===== src/rtl/led_mode_sequencer.sv =====
// Button-driven LED mode sequencer: sync, tick debounce, press edge, mode FSM, blink phase.
// Optional long-press force-to-OFF is built when LED_SEQ_LONGPRESS_EN is defined.
module led_mode_sequencer #(
  parameter int unsigned TICK_DIV       = 16000,
  parameter int unsigned DEBOUNCE_TICKS = 20,
  parameter int unsigned SLOW_HALF      = 500,
  parameter int unsigned FAST_HALF      = 125,
  parameter int unsigned LONG_TICKS     = 1500
) (
  input  logic       i_clk,
  input  logic       i_rst_n,
  input  logic       i_btn,
  output logic       o_led,
  output logic [1:0] o_mode,
  output logic       o_press
);

  typedef enum logic [1:0] {ModeOff, ModeOn, ModeSlow, ModeFast} mode_e;

  localparam int unsigned PresW   = $clog2(TICK_DIV);
  localparam int unsigned DbW     = $clog2(DEBOUNCE_TICKS + 1);
  localparam int unsigned MaxHalf = (SLOW_HALF > FAST_HALF) ? SLOW_HALF : FAST_HALF;
  localparam int unsigned PhW     = $clog2(MaxHalf + 1);

  localparam logic [PresW-1:0] PresLast = PresW'(TICK_DIV - 1);
  localparam logic [DbW-1:0]   DbLast   = DbW'(DEBOUNCE_TICKS - 1);
  localparam logic [PhW-1:0]   SlowLast = PhW'(SLOW_HALF - 1);
  localparam logic [PhW-1:0]   FastLast = PhW'(FAST_HALF - 1);

  logic [1:0]       r_sync;
  logic [PresW-1:0] r_presc;
  logic [DbW-1:0]   r_db_cnt;
  logic             r_db_lvl;
  logic             r_armed;
  logic             r_press;
  logic             r_led;
  logic [PhW-1:0]   r_phase;
  mode_e            r_mode;

  logic             w_btn_s;
  logic             w_tick;
  logic [DbW-1:0]   w_db_cnt_d;
  logic             w_db_lvl_d;
  logic             w_armed_d;
  logic             w_rise;
  logic             w_force;
  logic             w_mode_chg;
  mode_e            w_mode_d;
  logic             w_led_d;
  logic [PhW-1:0]   w_phase_d;
  logic [PhW-1:0]   w_half_last;

  assign w_btn_s = r_sync[1];
  assign w_tick  = (r_presc == PresLast);

  always_ff @(posedge i_clk or negedge i_rst_n) begin
    if (!i_rst_n) begin
      r_sync  <= '0;
      r_presc <= '0;
    end else begin
      r_sync  <= {r_sync[0], i_btn};
      r_presc <= w_tick ? '0 : r_presc + 1'b1;
    end
  end

  // A press is only reported once the button has been seen low since reset, so a
  // button held through reset release needs a real release and re-press.
  always_comb begin
    w_db_cnt_d = r_db_cnt;
    w_db_lvl_d = r_db_lvl;
    w_armed_d  = r_armed;
    if (w_tick) begin
      if (!w_btn_s) w_armed_d = 1'b1;
      if (w_btn_s == r_db_lvl) begin
        w_db_cnt_d = '0;
      end else if (r_db_cnt == DbLast) begin
        w_db_lvl_d = w_btn_s;
        w_db_cnt_d = '0;
      end else begin
        w_db_cnt_d = r_db_cnt + 1'b1;
      end
    end
  end

  assign w_rise = w_db_lvl_d & ~r_db_lvl & r_armed;

  always_ff @(posedge i_clk or negedge i_rst_n) begin
    if (!i_rst_n) begin
      r_db_cnt <= '0;
      r_db_lvl <= 1'b0;
      r_armed  <= 1'b0;
      r_press  <= 1'b0;
    end else begin
      r_db_cnt <= w_db_cnt_d;
      r_db_lvl <= w_db_lvl_d;
      r_armed  <= w_armed_d;
      r_press  <= w_rise;
    end
  end

`ifdef LED_SEQ_LONGPRESS_EN
  localparam int unsigned    HoldW    = $clog2(LONG_TICKS + 1);
  localparam logic [HoldW-1:0] HoldMax  = HoldW'(LONG_TICKS);
  localparam logic [HoldW-1:0] HoldLast = HoldW'(LONG_TICKS - 1);

  logic [HoldW-1:0] r_hold;

  // Saturating at LONG_TICKS gives exactly one force per hold.
  always_ff @(posedge i_clk or negedge i_rst_n) begin
    if (!i_rst_n) begin
      r_hold <= '0;
    end else if (!r_db_lvl) begin
      r_hold <= '0;
    end else if (w_tick && (r_hold != HoldMax)) begin
      r_hold <= r_hold + 1'b1;
    end
  end

  assign w_force = w_tick & r_db_lvl & (r_hold == HoldLast);
`else
  assign w_force = 1'b0;
`endif

  always_ff @(posedge i_clk or negedge i_rst_n) begin
    if (!i_rst_n) begin
      r_mode <= ModeOff;
    end else begin
      r_mode <= w_mode_d;
    end
  end

  always_comb begin
    w_mode_d = r_mode;
    if (w_force) begin
      w_mode_d = ModeOff;
    end else if (w_rise) begin
      w_mode_d = mode_e'(r_mode + 2'd1);
    end
  end

  assign w_mode_chg  = w_force | w_rise;
  assign w_half_last = (r_mode == ModeSlow) ? SlowLast : FastLast;

  // Mode change outranks a coincident blink toggle and restarts the half-period.
  always_comb begin
    w_led_d   = r_led;
    w_phase_d = r_phase;
    if (w_mode_chg) begin
      w_phase_d = '0;
      w_led_d   = (w_mode_d != ModeOff);
    end else begin
      unique case (r_mode)
        ModeOff: w_led_d = 1'b0;
        ModeOn:  w_led_d = 1'b1;
        ModeSlow, ModeFast: begin
          if (w_tick) begin
            if (r_phase == w_half_last) begin
              w_phase_d = '0;
              w_led_d   = ~r_led;
            end else begin
              w_phase_d = r_phase + 1'b1;
            end
          end
        end
      endcase
    end
  end

  always_ff @(posedge i_clk or negedge i_rst_n) begin
    if (!i_rst_n) begin
      r_led   <= 1'b0;
      r_phase <= '0;
    end else begin
      r_led   <= w_led_d;
      r_phase <= w_phase_d;
    end
  end

  assign o_led   = r_led;
  assign o_mode  = r_mode;
  assign o_press = r_press;

endmodule


===== config.mk =====
export PLATFORM = sky130hd
export DESIGN_NAME = led_mode_sequencer
export DESIGN_NICKNAME = d
export VERILOG_FILES = /design/src/rtl/led_mode_sequencer.sv
export SDC_FILE = /design/constraint.sdc
export NUM_CORES = 1
export LEC_CHECK = 0
export CAP_MARGIN = 25
export CORE_MARGIN = 5
export CORE_UTILIZATION = 40
export DETAILED_ROUTE_END_ITERATION = 7
export SYNTH_ARGS = -nofsm -noshare
export SYNTH_HDL_FRONTEND = slang
export SYNTH_SLANG_ARGS = --single-unit

===== constraint.sdc =====
create_clock -name i_clk -period 3.4 [get_ports i_clk]
set_clock_uncertainty 0.2 [all_clocks]
set_input_delay 0.34 -clock i_clk [delete_from_list [all_inputs] [get_ports i_clk]]
set_output_delay 0.34 -clock i_clk [all_outputs]
set_load 0.02 [all_outputs]

# --- Yosys cells after proc, flatten, opt, wreduce, memory -nomap -nowiden ---
# Cells that the tools add are included.
word_totals:
  register_bits: 36
  out_inout_bits: 4
  wordCells: 51
classes:
  addsub: 4
  eq_ne: 9
  muxes: 16
  n_bitwise: 5
  n_reduce_logical: 8
op_table:
  columns: ["op", "count"]
  rows:
  - ["$mux W9", 5]
  - ["$add A14 B1 Y14 const B", 1]
  - ["$eq A14 B14 Y1 const B", 1]
  - ["$mux W14", 1]
  - ["$mux W5", 2]
  - ["$add A9 B1 Y9 const B", 1]
  - ["$eq A9 B9 Y1", 1]
  - ["$mux W1", 6]
  - ["$ne A3 B3 Y1 const B", 2]
  - ["$reduce_and A2 Y1", 3]
  - ["$reduce_bool A2 Y1", 3]
  - ["$add A5 B1 Y5 const B", 1]
  - ["$eq A5 B5 Y1 const B", 1]
  - ["$eq A2 B2 Y1 const B", 2]
  - ["$not A1 Y1", 3]
  - ["$pmux W1 S3", 1]
  - ["$add A2 B1 Y2 const B", 1]
  - ["$and A1 B1 Y1", 2]
  - ["$eq A2 B1 Y1 const B", 1]
  - ["$logic_not A2 Y1", 1]
  - ["$mux W2", 1]
  - ["$reduce_or A2 Y1", 1]
  - ["$eq A1 B1 Y1", 1]

# --- Logic depth before layout (Yosys ltp) ---
# Gate-level depths: netlist of run 1.
depth:
  depth_word: 9
  ltp_mapped: 8

# --- Worst setup path after synthesis of run 1 ---
# OpenSTA, ideal clock, no wires.
synth_timing:
  path_kind: "reg2reg"
  start: "register r_mode[0], in the netlist o_mode[0]"
  end: "register r_phase[1]"
  setup_ns: 0.122
  arrival_ns: 1.788
  setup_slack_ns: 1.290
  path_stages_with_launch: 8
  n_path_buf: 1
  synth_period_minus_slack_ns: 2.110
  cell_sequence: "dfrtp_1 inv_1 ha_1 nand4_1 nor4b_1 o21bai_2 buf_2 a32o_1"
synth_via:
  elab_chain_len: 7
  elab_cells_between_ends: 11
  cone_classes: "3 x eq/ne; 5 x mux; 3 x reduce/logical"
synth_lines:
  columns: ["element", "line", "text"]
  rows:
  - ["start, declared", "38", "mode_e r_mode;"]
  - ["start signal, assigned", "126", "r_mode <= ModeOff;"]
  - ["start signal, assigned", "128", "r_mode <= w_mode_d;"]
  - ["$eq A2 B2 Y1", "142, 152", null]
  - ["$mux W9", "142", "assign w_half_last = (r_mode == ModeSlow) ? SlowLast : FastLast;"]
  - ["$eq A9 B9 Y1", "157", "if (r_phase == w_half_last) begin"]
  - ["$mux W9", "157", null]
  - ["$mux W9", "156", "if (w_tick) begin"]
  - ["$mux W9", "152", "unique case (r_mode)"]
  - ["$mux W9", "148", "if (w_mode_chg) begin"]
  - ["end signal, assigned", "175", "r_phase <= w_phase_d;"]
  - ["end, declared", "37", "logic [PhW-1:0] r_phase;"]
# Parallel ways exist; a longest one is shown, timed or not. The select of a mux whose other input is x is not followed.
# A chain may end at the register's enable or synchronous reset.

# --- Final worst setup path of run 1 ---
layout_timing:
  start: "register r_presc[0]"
  end: "register r_phase[7]"
layout_via:
  elab_chain_len: 6
  elab_cells_between_ends: 8
  cone_classes: "1 x eq/ne; 2 x mux; 2 x bitwise; 3 x reduce/logical"
layout_lines:
  columns: ["element", "line", "text"]
  rows:
  - ["start, declared", "31", "logic [PresW-1:0] r_presc;"]
  - ["start signal, assigned", "62", "r_presc <= w_tick ? '0 : r_presc + 1'b1;"]
  - ["$eq A14 B14 Y1 (*)", "54", "assign w_tick = (r_presc == PresLast);"]
  - ["$mux W1", "72", "if (w_tick) begin"]
  - ["$and A1 B1 Y1 (2 in a row)", "85", "assign w_rise = w_db_lvl_d & ~r_db_lvl & r_armed;"]
  - ["$reduce_bool A2 Y1 (no line)", null, null]
  - ["$reduce_and A2 Y1 (no line)", null, null]
# Mark *: on every way between the ends. The rest lies on a longest branch, timed or not.

==> impl_metrics.env, run 1 <==
export IMPL_path_max_fanout=13
export IMPL_syn_inst=177
export IMPL_rsz0062_at_grt="no"
export IMPL_hpwl_um=2400
export IMPL_synth_top_family_by_area="simple AND/OR/NAND/NOR gates"
export IMPL_port_buffers=6
export IMPL_cts_tree="built"
export IMPL_synth_cell_types=39
export IMPL_syn_cell_area_um2=1800
export IMPL_initial_core_util_pct=41.4
export IMPL_fin_setup_tns_ns=0
export IMPL_leakagePower_uw=0.000925
export IMPL_fin_crit_sh_pct=72.9
export IMPL_drive_above_1_share_pct=7.45
export IMPL_synth_area_leaders="dfrtp_1 (50%), xor2_1 (4.9%), a31oi_1 (4.2%), nand3_1 (4.2%), nand2_1 (3.5%)"
export IMPL_cts_clk_slew_worst_paths_ns=0.07
export IMPL_grt_overflow_total=0
export IMPL_seq_area_frac_synth_pct=49.9
export IMPL_cts_hold_buffers=0
export IMPL_syn_avg_cell_area_um2=10.2
export IMPL_dieArea_um2=5950
export IMPL_grt_max_degree=37
export IMPL_synth_most_common_cell="dfrtp_1"
export IMPL_synth_edf_count=0
export IMPL_report_final_hold_viol_count=0
export IMPL_yosys_warnings=0
export IMPL_htreeDepth=2
export IMPL_finalCriticalPeriod_ns=2.48
export IMPL_drt_wl_total_um=3430
export IMPL_hold_ws_ns=0.165
export IMPL_post_cts_buffers=0
export IMPL_max_vdd_ir_drop_mv=0.262
export IMPL_antenna_found_initial=0
export IMPL_criticalPathCategory="reg -> reg"
export IMPL_hold_class="reg -> reg"
export IMPL_place_gp_congestion=0.832
export IMPL_syn2layout_area_growth_pct=11.3
export IMPL_synthArstFlopShare_pct=100
export IMPL_drv_slew=0
export IMPL_drtIter0Drc=114
export IMPL_cts_buffers=5
export IMPL_synth_simple_area_share_pct=25.2
export IMPL_worst_pin_slew_ns=0.679
export IMPL_die_w_um=77.2
export IMPL_p_per_area_nw_per_um2=374
export IMPL_status="finished clean"
export IMPL_relSlewSlack_pct=54.7
export IMPL_yosysTopAreaCellShare_pct=49.9
export IMPL_synthFlopType="dfrtp_1"
export IMPL_yosys_area_top_type="dfrtp_1"
export IMPL_vias_per_cell=5.79
export IMPL_firstDrtPassIters=5
export IMPL_cts_sinks=36
export IMPL_antennaDiodeCount=0
export IMPL_grt_pass1_wl_um=6130
export IMPL_root_buffer="clkbuf_8"
export IMPL_synthTopCellsByCount="dfrtp_1 (36), nand2_1 (17), nand3_1 (15)"
export IMPL_std_cell_rows=24
export IMPL_critPathCaptureType="flip-flop"
export IMPL_grt_use_total_pct=12.4
export IMPL_wire_per_inst_um=14.3
export IMPL_via_count=1390
export IMPL_startpoint_type="flip-flop"
export IMPL_cts_resized=0
export IMPL_max_cap_violations=0
export IMPL_clock_latency_ns=0.28
export IMPL_synth_compound_area_share_pct=13.5
export IMPL_worstPathArrival_ns=2.42
export IMPL_setup_viol=0
export IMPL_synth_xor_area_share_pct=5.83
export IMPL_drtAntennaViolNets=0
export IMPL_syn_nets=185
export IMPL_synth_seq_cells=36
export IMPL_clock_path_buffers=2
export IMPL_finalCoreUtilization_pct=46.1
export IMPL_grt_pass1_vias=1368
export IMPL_boundaryPins=7
export IMPL_die_y_um=77.2
export IMPL_synth_mux_area_fraction_pct=0.624
export IMPL_core_area_um2=4350
export IMPL_worst_ep_required_time_ns=3.34
export IMPL_drc=0
export IMPL_fmax_mhz=403
export IMPL_final_nets=195
export IMPL_synthAdderAreaFrac_pct=3.47
where the power goes:
part           switching (uW)  internal, uW
Sequential              0.922           429
Combinational            9.05          3.51
Clock                     143           165
kinds of logic after synthesis:
| group | count (synthesis) |
|---|---|
| AOI/OAI and AO/OA | 38 |
| xor gates and xnor gates | 12 |
| adders and majority gates | 5 |
| buffers and inverters | 6 |
| DFF | 36 |
| muxes | 1 |
| and+or+nand+nor | 79 |
metal layers:
layer / wire length (um) / global-route usage (%) / vias to the layer above / share of wire (%)
li1: - / - / 679 / -
met1: 1590 / 16.0 / 688 / 46
met2: 1700 / 20.2 / 19 / 50
met3: 109 / 3.04 / 4 / 3.2
met4: 27 / 4.30 / 0 / 0.79
met5: 0 / 0 / - / 0
layout make-up:
cell class	count	area, um2
clock buffers	8	90.1
fillers	389	2350
inverters	2	7.51
multi-input cells	135	877
flip-flops and latches	36	901
well taps	52	65.1
repair buffers	7	67.6
cells in the final DEF (no fill, tap or decap), types with 6 or more instances in the layout:
master	n
dfrtp_1	36
nand2_1	17
nand3_1	15
nor2_1	12
a31oi_1	12
xor2_1	10
o21ai_0	9
and3_1	8
a21oi_1	6
clkbuf_8	6
clkdlybuf4s50_1	6
state kept, by name, summed over array words and instances, names as in the netlist:
name and flops:
o_led 1, o_mode 2, o_press 1, r_armed 1
r_db_cnt 5, r_db_lvl 1, r_phase 9, r_presc 14
r_sync 2
final timing paths:
check / startpoint / to / slack, ns / depth (start not counted)
setup / recovery: r_presc[0] / r_phase[7] / 0.92 / 6
hold / removal: r_sync[0] / r_sync[1] / 0.16 / 0
setup reg to reg: r_presc[0] / r_phase[7] / 0.92 / 6
hold reg to reg: r_sync[0] / r_sync[1] / 0.16 / 0
max in group asynchronous: i_rst_n / r_db_cnt[4] / 2.42 / 2
min in group asynchronous: i_rst_n / r_presc[6] / 0.27 / 2
stage by stage:
stage | total power [uW] | instance area, um2 | setup slack, ns | instances
2_1_floorplan | 440 | 1800 | 1.29 | 177
3_3_place_gp | 451 | 1920 | 1.10 | 232
3_5_place_dp | 452 | 1920 | 0.938 | 232
4_1_cts | 761 | 2010 | 0.930 | 240
5_1_grt | 781 | 2010 | 0.767 | 240
6_report | 751 | 2010 | 0.921 | 240
critical path: stages, from the launching register on:
cell and delay (ns):
dfrtp_1 0.40, ha_1 0.19, and3_1 0.23, and4_1 0.50, nand2_1 0.41, o311ai_0 0.25, a31oi_1 0.15
No activity file was read; power rests on OpenSTA's default activity.
==> run 2, diff against run 1 <==
==> constraint.sdc (replaced) <==
create_clock -name i_clk -period 2.45 [get_ports i_clk]
set_clock_uncertainty 0.2 [all_clocks]
set_input_delay 0.245 -clock i_clk [delete_from_list [all_inputs] [get_ports i_clk]]
set_output_delay 0.245 -clock i_clk [all_outputs]
set_load 0.02 [all_outputs]
==> run 2 against run 1 <==
Net effect:
- sequential cell count did not move
- global-route usage rose by 0.45 points
- total power rose by 58%
- non-clock buffer count rose by 3
- cell area rose by 2.9%
- combinational power rose by 42%
- largest cell class unchanged
==> impl_metrics.env, run 2 (synthesis results as in run 1) <==
export IMPL_leakagePower_uw=0.000959
export IMPL_cts_buffers=5
export IMPL_die_w_um=77.2
export IMPL_cts_sinks=36
export IMPL_startpoint_type="flip-flop"
export IMPL_antenna_found_initial=0
export IMPL_criticalPathCategory="reg -> reg"
export IMPL_clock_latency_ns=0.29
export IMPL_grt_use_total_pct=12.9
export IMPL_drv_slew=0
export IMPL_status="finished clean"
export IMPL_hold_class="in -> async"
export IMPL_relSlewSlack_pct=56.7
export IMPL_setup_viol=0
export IMPL_max_vdd_ir_drop_mv=0.323
export IMPL_initial_core_util_pct=41.4
export IMPL_antennaDiodeCount=0
export IMPL_max_cap_violations=0
export IMPL_root_buffer="clkbuf_8"
export IMPL_dieArea_um2=5950
export IMPL_core_area_um2=4350
export IMPL_syn2layout_area_growth_pct=14.6
export IMPL_cts_resized=0
export IMPL_wire_per_inst_um=14.5
export IMPL_grt_pass1_wl_um=6200
export IMPL_grt_overflow_total=0
export IMPL_post_route_cell_area_um2=2070
export IMPL_p_per_area_nw_per_um2=574
export IMPL_cts_hold_buffers=0
export IMPL_top_register="r_presc"
export IMPL_grt_pass1_vias=1381
export IMPL_drive_above_1_share_pct=9.95
export IMPL_drt_wl_total_um=3530
export IMPL_cts_clk_slew_worst_paths_ns=0.07
export IMPL_p_total_uw=1190
export IMPL_drc=0
export IMPL_via_count=1415
export IMPL_report_final_hold_viol_count=0
export IMPL_final_cell_mix="dfrtp_1 (36), nand2_1 (17), nand3_1 (15)"
export IMPL_post_cts_buffers=0
export IMPL_std_cell_rows=24
export IMPL_drtIter0Drc=135
export IMPL_final_common_cell="dfrtp_1"
export IMPL_worst_pin_slew_ns=0.649
export IMPL_drtAntennaViolNets=0
export IMPL_fmax_mhz=436
export IMPL_clock_path_buffers=2
export IMPL_regArea_um2=901
export IMPL_port_buffers=6
export IMPL_vias_per_cell=5.82
export IMPL_multiInputGateArea_um2=877
export IMPL_place_gp_congestion=0.780
export IMPL_rsz0062_at_grt="no"
export IMPL_die_y_um=77.2
export IMPL_firstDrtPassIters=4
export IMPL_finalCriticalPeriod_ns=2.29
export IMPL_worstPathArrival_ns=2.31
export IMPL_fill_cells=387
export IMPL_grt_max_degree=37
export IMPL_largest_register_ffs=14
export IMPL_boundaryPins=7
export IMPL_critPathCaptureType="flip-flop"
export IMPL_final_nets=198
export IMPL_path_max_fanout=17
export IMPL_worst_ep_required_time_ns=2.46
export IMPL_fin_crit_sh_pct=93.6
export IMPL_placed_cell_area_um2=1940
export IMPL_top_regs="r_presc: 14 flops, r_phase: 9 flops, r_db_cnt: 5 flops"
export IMPL_htreeDepth=2
export IMPL_fin_setup_tns_ns=0
export IMPL_cts_tree="built"
export IMPL_hpwl_um=2420
## run 2: cell count changes in the layout (fill, tap and decap cells not counted)
| cell | change |
|---|---|
| buf_4 | +3 |
| bufinv_16 | +1 |
| clkbuf_8 | +1 |
| clkbuf_1 | -2 |
## run 2: critical path, cell delays in order (launching register included)
cell      delay, ns
dfrtp_1        0.44
inv_1          0.08
ha_1           0.22
nand4_1        0.11
nor4b_1        0.36
o21bai_2       0.30
o311a_1        0.40
o22ai_1        0.12
## run 2: layout make-up
type                       count  area share (%)
inverter                       2           0.363
tap                           52            3.15
multi-input combinational    135            42.4
clock inverter                 1            1.45
clock buffer                   7            4.66
sequential                    36            43.6
timing repair buffer          10            4.36
## run 2: where the power goes
part | internal (uW) | switching (uW) | leakage [uW] | total (uW)
clock | 359 | 212 | 0.0000645 | 571
combinational | 4.87 | 13.1 | 0.000411 | 17.9
sequential | 596 | 1.46 | 0.000484 | 597
## run 2: path summary, 6_finish.rpt
check / start / to / slack [ns] / cells past startpoint
setup / recovery: o_mode[0] / o_led / 0.16 / 7
hold / removal: i_rst_n / r_presc[12] / 0.17 / 2
setup reg to reg: o_mode[0] / o_led / 0.16 / 7
hold reg to reg: r_sync[0] / r_sync[1] / 0.17 / 0
max in group asynchronous: i_rst_n / r_presc[2] / 1.55 / 2
min in group i_clk: r_sync[0] / r_sync[1] / 0.17 / 0
## run 2: metal layers
metal	wire, um	track usage, %	share of wire, %
met4	103	7.56	2.9
met5	0	0	0
met3	147	3.40	4.2
met1	1610	15.2	45
met2	1670	20.8	47
## run 2: stage by stage
| stage | utilization [%] | setup WS [ns] | cells | hold slack [ns] |
|---|---|---|---|---|
| 2_1_floorplan | - | 0.340 | 177 | -0.251 |
| 3_3_place_gp | 44.6 | 0.247 | 235 | 0.145 |
| 3_5_place_dp | 44.6 | 0.165 | 235 | 0.143 |
| 4_1_cts | 47.5 | 0.147 | 243 | 0.169 |
| 5_1_grt | 47.5 | 0.0174 | 243 | 0.175 |
| 6_report | 47.5 | 0.156 | 243 | 0.169 |
